==> src/rtl/mbc1_mapper.sv <==
// MBC1-style cartridge bank controller: decodes CPU control writes, maps CPU
// addresses onto banked ROM / external RAM and returns read data one cycle later.
module mbc1_mapper #(
  parameter int unsigned ROM_ADDR_W = 15,
  parameter int unsigned RAM_ADDR_W = 13
) (
  input  logic                  clk,
  input  logic                  rst,
  input  logic [15:0]           cpu_addr,
  input  logic [7:0]            cpu_wdata,
  input  logic                  cpu_wr,
  input  logic                  cpu_rd,
  output logic [7:0]            cpu_rdata,
  output logic                  cpu_rvalid,
  output logic [ROM_ADDR_W-1:0] rom_addr,
  input  logic [7:0]            rom_data,
  output logic [RAM_ADDR_W-1:0] ram_addr,
  output logic [7:0]            ram_wdata,
  output logic                  ram_we,
  input  logic [7:0]            ram_rdata,
  output logic                  ram_enabled
);

  localparam int unsigned ROM_FULL_W = 21;
  localparam int unsigned RAM_FULL_W = 15;

  typedef enum logic [1:0] {
    RG_NONE = 2'd0,
    RG_ROM  = 2'd1,
    RG_RAM  = 2'd2
  } region_e;

  logic                  ram_en_q, ram_en_d;
  logic [4:0]            bank1_q, bank1_d;
  logic [1:0]            bank2_q, bank2_d;
  logic                  mode_q, mode_d;
  logic                  wr_q, wr_d;
  logic                  rvalid_q, rvalid_d;
  region_e               region_q, region_d;

  logic                  commit;
  logic                  rom_sel;
  logic                  ram_sel;
  logic [6:0]            rom_bank;
  logic [ROM_FULL_W-1:0] rom_full;
  logic [RAM_FULL_W-1:0] ram_full;

  assign commit  = cpu_wr & ~wr_q;
  assign rom_sel = ~cpu_addr[15];
  assign ram_sel = (cpu_addr[15:13] == 3'b101);

  // Lower ROM window only follows bank2 in mode 1; upper window always uses both.
  always_comb begin
    rom_bank = 7'd0;
    if (cpu_addr[14]) begin
      rom_bank = {bank2_q, bank1_q};
    end else if (mode_q) begin
      rom_bank = {bank2_q, 5'd0};
    end
  end

  assign rom_full = {rom_bank, cpu_addr[13:0]};
  assign ram_full = {(mode_q ? bank2_q : 2'b00), cpu_addr[12:0]};
  assign rom_addr = ROM_ADDR_W'(rom_full);
  assign ram_addr = RAM_ADDR_W'(ram_full);

  assign ram_wdata   = cpu_wdata;
  assign ram_we      = commit & ram_sel & ram_en_q & ~rst;
  assign ram_enabled = ram_en_q;
  assign cpu_rvalid  = rvalid_q;

  // Register updates and read-region capture.
  always_comb begin
    ram_en_d = ram_en_q;
    bank1_d  = bank1_q;
    bank2_d  = bank2_q;
    mode_d   = mode_q;
    wr_d     = cpu_wr;
    rvalid_d = cpu_rd;
    region_d = RG_NONE;

    if (commit) begin
      case (cpu_addr[15:13])
        3'b000:  ram_en_d = (cpu_wdata[3:0] == 4'hA);
        3'b001:  bank1_d  = (cpu_wdata[4:0] == 5'd0) ? 5'd1 : cpu_wdata[4:0];
        3'b010:  bank2_d  = cpu_wdata[1:0];
        3'b011:  mode_d   = cpu_wdata[0];
        default: ;
      endcase
    end

    if (cpu_rd) begin
      if (rom_sel) begin
        region_d = RG_ROM;
      end else if (ram_sel && ram_en_q) begin
        region_d = RG_RAM;
      end
    end
  end

  always_ff @(posedge clk) begin
    if (rst) begin
      ram_en_q <= 1'b0;
      bank1_q  <= 5'd1;
      bank2_q  <= 2'd0;
      mode_q   <= 1'b0;
      wr_q     <= 1'b0;
      rvalid_q <= 1'b0;
      region_q <= RG_NONE;
    end else begin
      ram_en_q <= ram_en_d;
      bank1_q  <= bank1_d;
      bank2_q  <= bank2_d;
      mode_q   <= mode_d;
      wr_q     <= wr_d;
      rvalid_q <= rvalid_d;
      region_q <= region_d;
    end
  end

  // Memories have one-cycle latency, so their outputs line up with rvalid.
  always_comb begin
    case (region_q)
      RG_ROM:  cpu_rdata = rom_data;
      RG_RAM:  cpu_rdata = ram_rdata;
      default: cpu_rdata = 8'hFF;
    endcase
  end

endmodule

==> config.mk <==
export PLATFORM = sky130hd
export DESIGN_NAME = mbc1_mapper
export DESIGN_NICKNAME = d
export VERILOG_FILES = /design/src/rtl/mbc1_mapper.sv
export SDC_FILE = /design/constraint.sdc
export NUM_CORES = 1
export LEC_CHECK = 0
export ABC_AREA = 1
export BUFFER_PORTS_ARGS = -buffer_cell sky130_fd_sc_hd__buf_2
export CORE_ASPECT_RATIO = 0.6
export CORE_MARGIN = 3
export CORE_UTILIZATION = 25
export CTS_CLUSTER_DIAMETER = 80
export CTS_CLUSTER_SIZE = 28
export DETAILED_ROUTE_END_ITERATION = 8
export HOLD_SLACK_MARGIN = 0.15
export PLACE_DENSITY = 0.72
export SKIP_CTS_REPAIR_TIMING = 1
export SYNTH_ARGS = -nofsm -noshare
export SYNTH_HDL_FRONTEND = slang
export SYNTH_SLANG_ARGS = --single-unit
export TNS_END_PERCENT = 50
==> constraint.sdc <==
create_clock -name clk -period 1.7 [get_ports clk]
set_input_delay 0.17 -clock clk [delete_from_list [all_inputs] [get_ports clk]]
set_output_delay 0.17 -clock clk [all_outputs]
set_load 0.03 [all_outputs]
======== Word-level counts from Yosys, hierarchy flattened ========
Cells that the tools add are included.
W data, S select, Z words.
storage, ports and cells
  register bits after elaboration ......... 6
  latch bits .............................. 0
  RAM bits ................................ 0
  bits in read-only memories .............. 0
  input bits .............................. 44
  output and inout bits ................... 47
  logic and storage cells ................. 31
  memories ................................ 0
cells by class
  add/sub/neg operators ................... 0
  $mul .................................... 0
  divide/modulo/power cells ............... 0
  order comparisons ....................... 0
  equality and inequality tests ........... 5
  shift-type cells ........................ 0
  multiplexer cells ....................... 5
  bitwise gates (word level) .............. 8
  reductions and logical operators ........ 7
operators by type and width
  cell                  count
  $pmux W8 S2           1
  $logic_not A5 Y1      1
  $and A1 B1 Y1         4
  $eq A4 B4 Y1 const B  1
  $not A1 Y1            4
  $reduce_and A2 Y1     2
  $eq A3 B1 Y1 const B  1
  $eq A3 B3 Y1 const B  1
  $logic_not A3 Y1      1
  $mux W1               3
  $reduce_or A3 Y1      1
  $eq A2 B1 Y1 const B  1
  $eq A2 B2 Y1 const B  1
  $mux W2               1
  $reduce_or A2 Y1      1
  $logic_and A1 B1 Y1   1

======== Depth between registers and ports, before layout ========
Gate-level depths: netlist (run 1).
  depth after elaboration ................. 5
  depth in mapped cells ................... 6
  gate-level depth less buffers ........... 6

======== Worst setup path before layout (run 1) ========
No wires, ideal clock.
  path type ............................... reg2out
  start point ............................. reg ram_en_q (netlist: ram_enabled)
  end point ............................... out ram_we
  arrival ................................. 1,085 ps
  required time ........................... 1,530 ps
  path slack .............................. 445 ps
  stages on the path, launching flop included .. 3
  buffers on the path ..................... 0
  path through ............................ dfxtp_1 nand4_1 nor2_1
on the way
  longest elaborated chain between the ends .. 2
RTL lines
  item                         RTL line  source
  from (decl)                  33        logic ram_en_q, ram_en_d;
  from (signal assigned)       111       ram_en_q <= ram_en_d;
  $and A1 B1 Y1 (2 in series)  68        assign ram_we = commit & ram_sel & ram_en_q & ~rst;
  to (decl)                    19        output logic ram_we,
Every way passes these cells.

======== Worst setup path after layout (run 1) ========
  start point ............................. reg region_q[0]
  end point ............................... out cpu_rdata[5]
on the way
  longest elaborated chain between the ends .. 2
  elaborated cells between the ends (all ways) .. 3
  classes of those cells .................. eq/ne: 2; mux: 1
RTL lines
  item                                                 RTL line  source
  from (decl)                                          39        region_e region_q, region_d;
  from (signal assigned)                               117       region_q <= region_d;
  $eq A2 B2 Y1 / $eq A2 B1 Y1 (equally long branches)  123       case (region_q)
  $pmux W8 S2 (*)                                      123
  to (decl)                                            13        output logic [7:0] cpu_rdata,
Mark *: on every way between the ends. The rest lies on a longest branch, timed or not.

==> results.json, run 1 <==
{
  "status": "completed",
  "hp-start": "cpu_addr[15]",
  "core_sq_mm": 0.00256,
  "grt_pass1_vias": 452,
  "worst_ep_required_time_ns": 1.53,
  "finalHoldViolCount": 0,
  "synthFlopType": "dfxtp_1",
  "min_path_cells": 2,
  "cts_tree": "built",
  "p_per_area_mw_per_mm2": 677,
  "clock_skew_ns": 0.00157,
  "critPathKind": "register to output port",
  "start_kind": "register",
  "syn-num-nets": 156,
  "synth_most_common_cell": "buf_4",
  "clk_pin_slew_ns": 0.04,
  "syn_area_per_cell_sq_um": 6.27,
  "remaining_drc_errors": 0,
  "ctsLongestPathBuffers": 2,
  "dieArea_sq_mm": 0.00344,
  "min_to": "region_q[0]",
  "drt_wl_total_mm": 1.34,
  "clock_sinks": 6,
  "antenna_left": 0,
  "ys_async_sr_fraction_pct": 0,
  "ys_seq_area_share_pct": 17.4,
  "nets": 169,
  "ys_types": 14,
  "drt_iter0_drc": 6,
  "area_growth_pct": 4.90,
  "synthTopCellsByArea": "buf_4 (38%), dfxtp_1 (17%), nand2_1 (14%)",
  "routedWlPerCell_um": 8.74,
  "worstMarginPinSlew_ns": 0.262,
  "grtUsageTotal_pct": 7.58,
  "rr_endpoint": "ram_enabled",
  "setup_tns_ns": 0,
  "synth_top_area_cell": "buf_4",
  "slew_viol_final": 0,
  "worstPathMaxFanout": 8,
  "n_antenna_cell": 0,
  "grt_max_degree": 9,
  "worstSetupEndpointType": "output port",
  "start_util_pct": 27.0,
  "clk_latency_ns": 0.22,
  "cts_made_buffers": 3,
  "drtPass1Iterations": 4,
  "relSlewSlack_pct": 82.5,
  "die_h_um": 46.7,
  "drive_above_1_share_pct": 41.3,
  "root_buffer": "clkbuf_8",
  "p_int_uw": 346,
  "rsz0062_at_grt": "false",
  "grt_pass1_wl_mm": 1.95,
  "globalplace.congestion": 0.799,
  "die_w_um": 73.8,
  "hpwl_mm": 1.14,
  "arrival_ns": 1.33,
  "yosysTopAreaCellShare_pct": 38.1,
  "clock_power_share_pct": 43.7,
  "synth_edf_count": 0,
  "synthTopCellsByCount": "buf_4 (35), nand2_1 (26), inv_1 (13), nand3_1 (10), nor2_1 (10)",
  "post-route-min-period_ns": 1.50,
  "ir_drop_v": 0.000330,
  "power_uw": 489,
  "rrSetupSlack_ns": 0.91,
  "overflow": 0,
  "switching_power_uw": 144,
  "power_frac_seq_pct": 30.5,
  "fmax_ghz": 0.665,
  "syn-cell-area_sq_um": 689,
  "vias": 597,
  "reg2regPathDepth": 5,
  "hp-class": "primary input to register",
  "swShare_pct": 29.4,
  "numPortBuffers": 45,
  "drv_cap": 0,
  "yosysWarnings": 0,
  "htreeDepth": 1,
  "reg2reg_from": "wr_q",
  "setup_viol": 0,
  "ys_ff_latch": 6,
  "leakage_nw": 0.382,
  "p_comb_share_pct": 25.9,
  "period_share_pct": 88.4,
  "io_pins": 91,
  "antenna_found_initial": 0,
  "synth_cells": 110,
  "rows": 14,
  "vias_per_cell": 3.90
}
-- metal layers --
layer  part of all wire [%]  GRT usage, %  up-vias  wire, um
li1                       -             -      324         -
met1                     44          9.45      244       593
met2                     45          10.7       27       603
met3                     10          3.27        2       136
met4                   0.30          4.69        0         4
met5                      0             0        -         0
-- layout make-up --
cell class / count / area, sq um
tap: 32 / 40.0
fill: 286 / 1830
sequential: 6 / 120
inverter: 13 / 48.8
clock buffer: 3 / 41.3
multi-input combinational: 54 / 248
timing repair buffer: 45 / 225
-- cells in the final DEF (no fill, tap or decap) --
| cell | instances |
|---|---|
| buf_2 | 45 |
| nor2_2 | 1 |
| nand2_1 | 26 |
| ha_1 | 2 |
| nand3_1 | 10 |
| nor2_1 | 10 |
| nor3_1 | 2 |
| nand4_1 | 1 |
| clkbuf_8 | 3 |
| nand3_2 | 1 |
| o21ai_0 | 1 |
| inv_1 | 13 |
| dfxtp_1 | 6 |
-- worst max path at each step --
stage | from | end | depth (start not counted)
after floorplan | ram_enabled | ram_we | 2
after global placement | region_q[0] | cpu_rdata[1] | 5
after detailed placement | region_q[0] | cpu_rdata[3] | 5
after CTS | region_q[0] | cpu_rdata[3] | 5
after global routing | region_q[0] | cpu_rdata[2] | 5
final | region_q[0] | cpu_rdata[5] | 5
-- metrics by stage --
step,cells,setup slack (ns),utilization [%],hold WS [ns],instance area [sq um]
final,153,0.196,28.3,0.158,723
after global routing,153,0.0789,28.3,0.169,723
after CTS,153,0.165,28.3,0.151,723
after detailed placement,150,0.402,26.7,0.340,682
after global placement,150,0.424,26.7,0.340,682
after floorplan,110,0.445,-,0.242,689
-- sequential cells by signal (all words and copies together), names as in the netlist --
register and flops:
bank1_q 1, region_q 2, ram_enabled 1, wr_q 1
cpu_rvalid 1
-- worst max-delay path: stages (launching register included) --
cell,delay (ns)
dfxtp_1,0.32
inv_1,0.05
ha_1,0.27
inv_1,0.19
nand3_1,0.10
buf_2,0.18
-- power groups by stage --
stage	combinational, mW	sequential [mW]	clock (mW)
2_1_floorplan	0.204	0.155	0
3_3_place_gp	0.126	0.151	0
4_1_cts	0.128	0.149	0.218
5_1_grt	0.139	0.150	0.230
3_5_place_dp	0.127	0.151	0
6_report	0.127	0.149	0.214
-- logic make-up after synthesis --
| group | Yosys count | share of synthesized area [%] |
|---|---|---|
| compound gates | 1 | 0.725 |
| fa+ha+maj | 2 | 3.63 |
| buf+inv | 50 | 46.6 |
| flops | 6 | 17.4 |
| simple gates | 51 | 31.6 |
Power figures use the tool's default switching activity.
==> run 2: changes to the inputs <==
--- a/config.mk
+++ b/config.mk
@@ -8,7 +8,6 @@
 export ABC_AREA = 1
 export BUFFER_PORTS_ARGS = -buffer_cell sky130_fd_sc_hd__buf_2
 export CORE_ASPECT_RATIO = 0.6
-export CORE_MARGIN = 3
 export CORE_UTILIZATION = 25
 export CTS_CLUSTER_DIAMETER = 80
 export CTS_CLUSTER_SIZE = 28
==> results.json, run 2 (synthesis results as in run 1) <==
{
  "nets": 170,
  "met3_length_um": 115,
  "root_buffer": "clkbuf_8",
  "grt_pass1_wl_mm": 2.01,
  "core_sq_mm": 0.00256,
  "remaining_drc_errors": 0,
  "setup_tns_ns": 0,
  "largest_reg_flops": 2,
  "grt_pass1_vias": 511,
  "finalHoldViolCount": 0,
  "clk_latency_ns": 0.22,
  "routedWlPerCell_um": 7.73,
  "fmax_ghz": 0.654,
  "grtUsageTotal_pct": 8.71,
  "wl_met2_um": 470,
  "vias_per_cell": 3.95,
  "rsz0062_at_grt": "false",
  "dr.max_layer_used": "met4",
  "die_w_um": 69.8,
  "n_antenna_cell": 0,
  "ir_drop_v": 0.000359,
  "period_share_pct": 89.9,
  "setup_viol": 0,
  "worstMarginPinSlew_ns": 0.282,
  "vias": 609,
  "drt_iter0_drc": 16,
  "worst_ep_required_time_ns": 1.53,
  "clock_sinks": 6,
  "numPortBuffers": 45,
  "rows": 14,
  "relSlewSlack_pct": 81.2,
  "hpwl_um": 994,
  "status": "completed",
  "globalplace.congestion": 0.817,
  "drtPass1Iterations": 2,
  "io_pins": 91,
  "start_kind": "register",
  "layout_common_cells": "buf_2 (45), nand2_1 (26), inv_1 (13)",
  "start_util_pct": 27.0,
  "layout.cells.most_common": "buf_2",
  "leakage_nw": 0.387,
  "htreeDepth": 1,
  "cts_tree": "built",
  "die_h_um": 42.7,
  "clk_pin_slew_ns": 0.03,
  "hp-class": "primary input to register",
  "antenna_found_initial": 0,
  "clock_skew_ns": 0.000443,
  "overflow": 0,
  "post-route-min-period_ns": 1.53,
  "cts_made_buffers": 3,
  "drt_wl_total_mm": 1.19,
  "ctsLongestPathBuffers": 2,
  "worstSetupEndpointType": "output port",
  "post-route-util_pct": 28.7,
  "dieArea_sq_mm": 0.00298,
  "area_growth_pct": 6.35,
  "grt_max_degree": 9,
  "critPathKind": "register to output port",
  "drv_cap": 0,
  "slew_viol_final": 0,
  "p_per_area_mw_per_mm2": 665,
  "arrival_ns": 1.36,
  "antenna_left": 0,
  "largest-register": "region_q",
  "worstPathMaxFanout": 8,
  "drive_above_1_share_pct": 41.0,
  "met1Wirelength_um": 577
}
## run 2: cell types whose count changed in the layout (fill, tap and decap cells not counted), sizes merged
cell         change
dlygate4sd3      +1
## run 2: power breakdown
group	internal (mW)	switching [mW]	leakage [nW]
Combinational	0.0484	0.0787	0.316
Sequential	0.147	0.00231	0.0492
Clock	0.152	0.0597	0.0216
Total	0.347	0.141	0.387
## run 2: through the flow
step | std cells | power [mW] | instance area [sq um] | hold WS (ns) | setup slack, ns
after detailed placement | 150 | 0.277 | 682 | 0.340 | 0.403
after global routing | 154 | 0.520 | 733 | 0.170 | 0.0391
after CTS | 153 | 0.491 | 723 | 0.144 | 0.164
final | 154 | 0.488 | 733 | 0.171 | 0.172
after floorplan | 110 | 0.359 | 689 | 0.242 | 0.445
after global placement | 150 | 0.277 | 682 | 0.340 | 0.434
## run 2: critical path: stages (launching register included)
cell and delay [ns]:
dfxtp_1 0.32, inv_1 0.05, ha_1 0.27, inv_1 0.19
nand3_1 0.11, buf_2 0.18
## run 2: layout make-up
type | count | area (sq um)
inverters | 13 | 48.8
fillers | 293 | 1820
well taps | 32 | 40.0
multi-input cells | 54 | 248
flip-flops and latches | 6 | 120
clock buffers | 3 | 41.3
repair buffers | 46 | 235
## run 2: path summary, 6_finish.rpt
check / start / to / slack, ns / cells after the start
max: region_q[0] / cpu_rdata[5] / 0.17 / 5
min: rst / cpu_rvalid / 0.17 / 2
max reg2reg: wr_q / bank1_q[0] / 0.91 / 4
min reg2reg: bank1_q[0] / bank1_q[0] / 0.48 / 2
## run 2: routing by layer
layer | global-route usage (%) | up-vias
li1 | - | 323
met1 | 10.5 | 257
met2 | 12.1 | 23
met3 | 4.51 | 6
met4 | 5.60 | 0
met5 | 0 | -
==> run 3: changes to the inputs <==
--- a/config.mk
+++ b/config.mk
@@ -8,7 +8,9 @@
 export ABC_AREA = 1
 export BUFFER_PORTS_ARGS = -buffer_cell sky130_fd_sc_hd__buf_2
 export CORE_ASPECT_RATIO = 0.6
+export CORE_MARGIN = 2
 export CORE_UTILIZATION = 25
+export CTS_BUF_LIST = sky130_fd_sc_hd__clkbuf_16
 export CTS_CLUSTER_DIAMETER = 80
 export CTS_CLUSTER_SIZE = 28
 export DETAILED_ROUTE_END_ITERATION = 8
==> results.json, run 3 (synthesis results as in run 1) <==
{
  "dp_slack_ns": 0.399,
  "core_sq_mm": 0.00256,
  "rsz0062_at_grt": "false",
  "largest-register": "region_q",
  "start_util_pct": 27.0,
  "die_w_um": 71.8,
  "routedWlPerCell_um": 8.82,
  "hpwl_mm": 1.10,
  "grtUsageTotal_pct": 8.70,
  "worst_ep_required_time_ns": 1.53,
  "htreeDepth": 1,
  "clock_power_share_pct": 58.1,
  "swShare_pct": 24.7,
  "final_cell_count_no_fill": 153,
  "cpMaxStageDelayCell": "dfxtp_1",
  "p_int_uw": 496,
  "dieArea_sq_mm": 0.00321,
  "drt_wl_total_mm": 1.35,
  "status": "completed",
  "drive_above_1_share_pct": 41.3,
  "drt_iter0_drc": 19,
  "leakage_nw": 0.398,
  "use_met3_pct": 3.87,
  "grt_pass1_wl_mm": 2.13,
  "cp_common_cell": "inv_1",
  "worstMarginPinSlew_ns": 0.283,
  "cpPeakStageDelay_ns": 0.33,
  "arrival_ns": 1.36,
  "overflow": 0,
  "root_buffer": "clkbuf_16",
  "ctsLongestPathBuffers": 2,
  "n_antenna_cell": 0,
  "grt_use_met1_pct": 10.9,
  "grt_max_degree": 9,
  "critPathKind": "register to output port",
  "post-route-util_pct": 29.6,
  "vias_per_cell": 3.89,
  "seq_area_sq_um": 120,
  "grt_use_met2_pct": 11.9,
  "setup_viol": 0,
  "switching_power_uw": 163,
  "globalplace.congestion": 0.811,
  "layout.cells.most_common": "buf_2",
  "multi_input_area_sq_um": 248,
  "fill_cells": 286,
  "io_pins": 91,
  "post-route-min-period_ns": 1.53,
  "path_cells": "inv_1, ha_1, inv_1, nand3_1, buf_2",
  "grt_pass1_vias": 500,
  "antenna_left": 0,
  "ir_drop_v": 0.000413,
  "drv_cap": 0,
  "p_comb_share_pct": 19.2,
  "finalHoldViolCount": 0,
  "clock_sinks": 6,
  "vias": 595,
  "critical-path-top-delay-family": "buffers and inverters",
  "clk_latency_ns": 0.23,
  "busiest_layer": "met2",
  "timing.final.ws_setup_ns": 0.169,
  "worstSetupEndpointType": "output port",
  "power_frac_seq_pct": 22.7,
  "largest_reg_flops": 2,
  "slew_viol_final": 0,
  "drtPass1Iterations": 4,
  "dp.cells": 150,
  "remaining_drc_errors": 0,
  "cp.buffers_inverters": 3,
  "antenna_found_initial": 0,
  "setup_tns_ns": 0,
  "hp-class": "primary input to register",
  "fmax_ghz": 0.653,
  "numPortBuffers": 45,
  "whs_ns": 0.150,
  "worstPathMaxFanout": 8,
  "start_kind": "register",
  "relSlewSlack_pct": 81.1,
  "rows": 14,
  "layout_common_cells": "buf_2 (45), nand2_1 (26), inv_1 (13)",
  "cts_tree": "built",
  "nets": 169,
  "period_share_pct": 90.1,
  "clk_pin_slew_ns": 0.03,
  "die_h_um": 44.7,
  "cts_made_buffers": 3,
  "p_per_area_mw_per_mm2": 870,
  "clock_skew_ns": 0.000114,
  "area_growth_pct": 9.80
}
-- run 3: cell types whose count changed in the layout (fill, tap and decap cells not counted), sizes merged --
cell         delta
dlygate4sd3     -1
-- run 3: area by class of cell --
type	count	share of cell area [%]
multi-input cells	54	32.7
repair buffers	45	29.8
inverters	13	6.45
well taps	32	5.29
flip-flops and latches	6	15.9
clock buffers	3	9.92
-- run 3: power by group through the flow --
stage | registers (mW) | clock network, mW | logic [mW]
after floorplan | 0.155 | 0 | 0.204
after global placement | 0.151 | 0 | 0.126
after detailed placement | 0.151 | 0 | 0.127
after CTS | 0.149 | 0.385 | 0.128
after global routing | 0.150 | 0.391 | 0.140
final | 0.149 | 0.382 | 0.127
-- run 3: per-layer routing --
| metal | part of all wire [%] | wire length [um] |
|---|---|---|
| met5 | 0 | 0 |
| met4 | 2.0 | 27 |
| met3 | 11 | 153 |
| met2 | 40 | 540 |
| met1 | 47 | 628 |
-- run 3: per-stage QoR --
stage	area [sq um]	power, mW
finish	757	0.658
global route	757	0.681
CTS	757	0.662
detailed placement	682	0.278
global placement	682	0.277
floorplan	689	0.359
-- run 3: final timing paths --
path	slack, ns	from	cells after the start	end
setup / recovery	0.17	region_q[0]	5	cpu_rdata[7]
hold / removal	0.15	cpu_addr[15]	2	region_q[0]
setup reg to reg	0.89	wr_q	4	bank1_q[0]
hold reg to reg	0.48	bank1_q[0]	2	bank1_q[0]
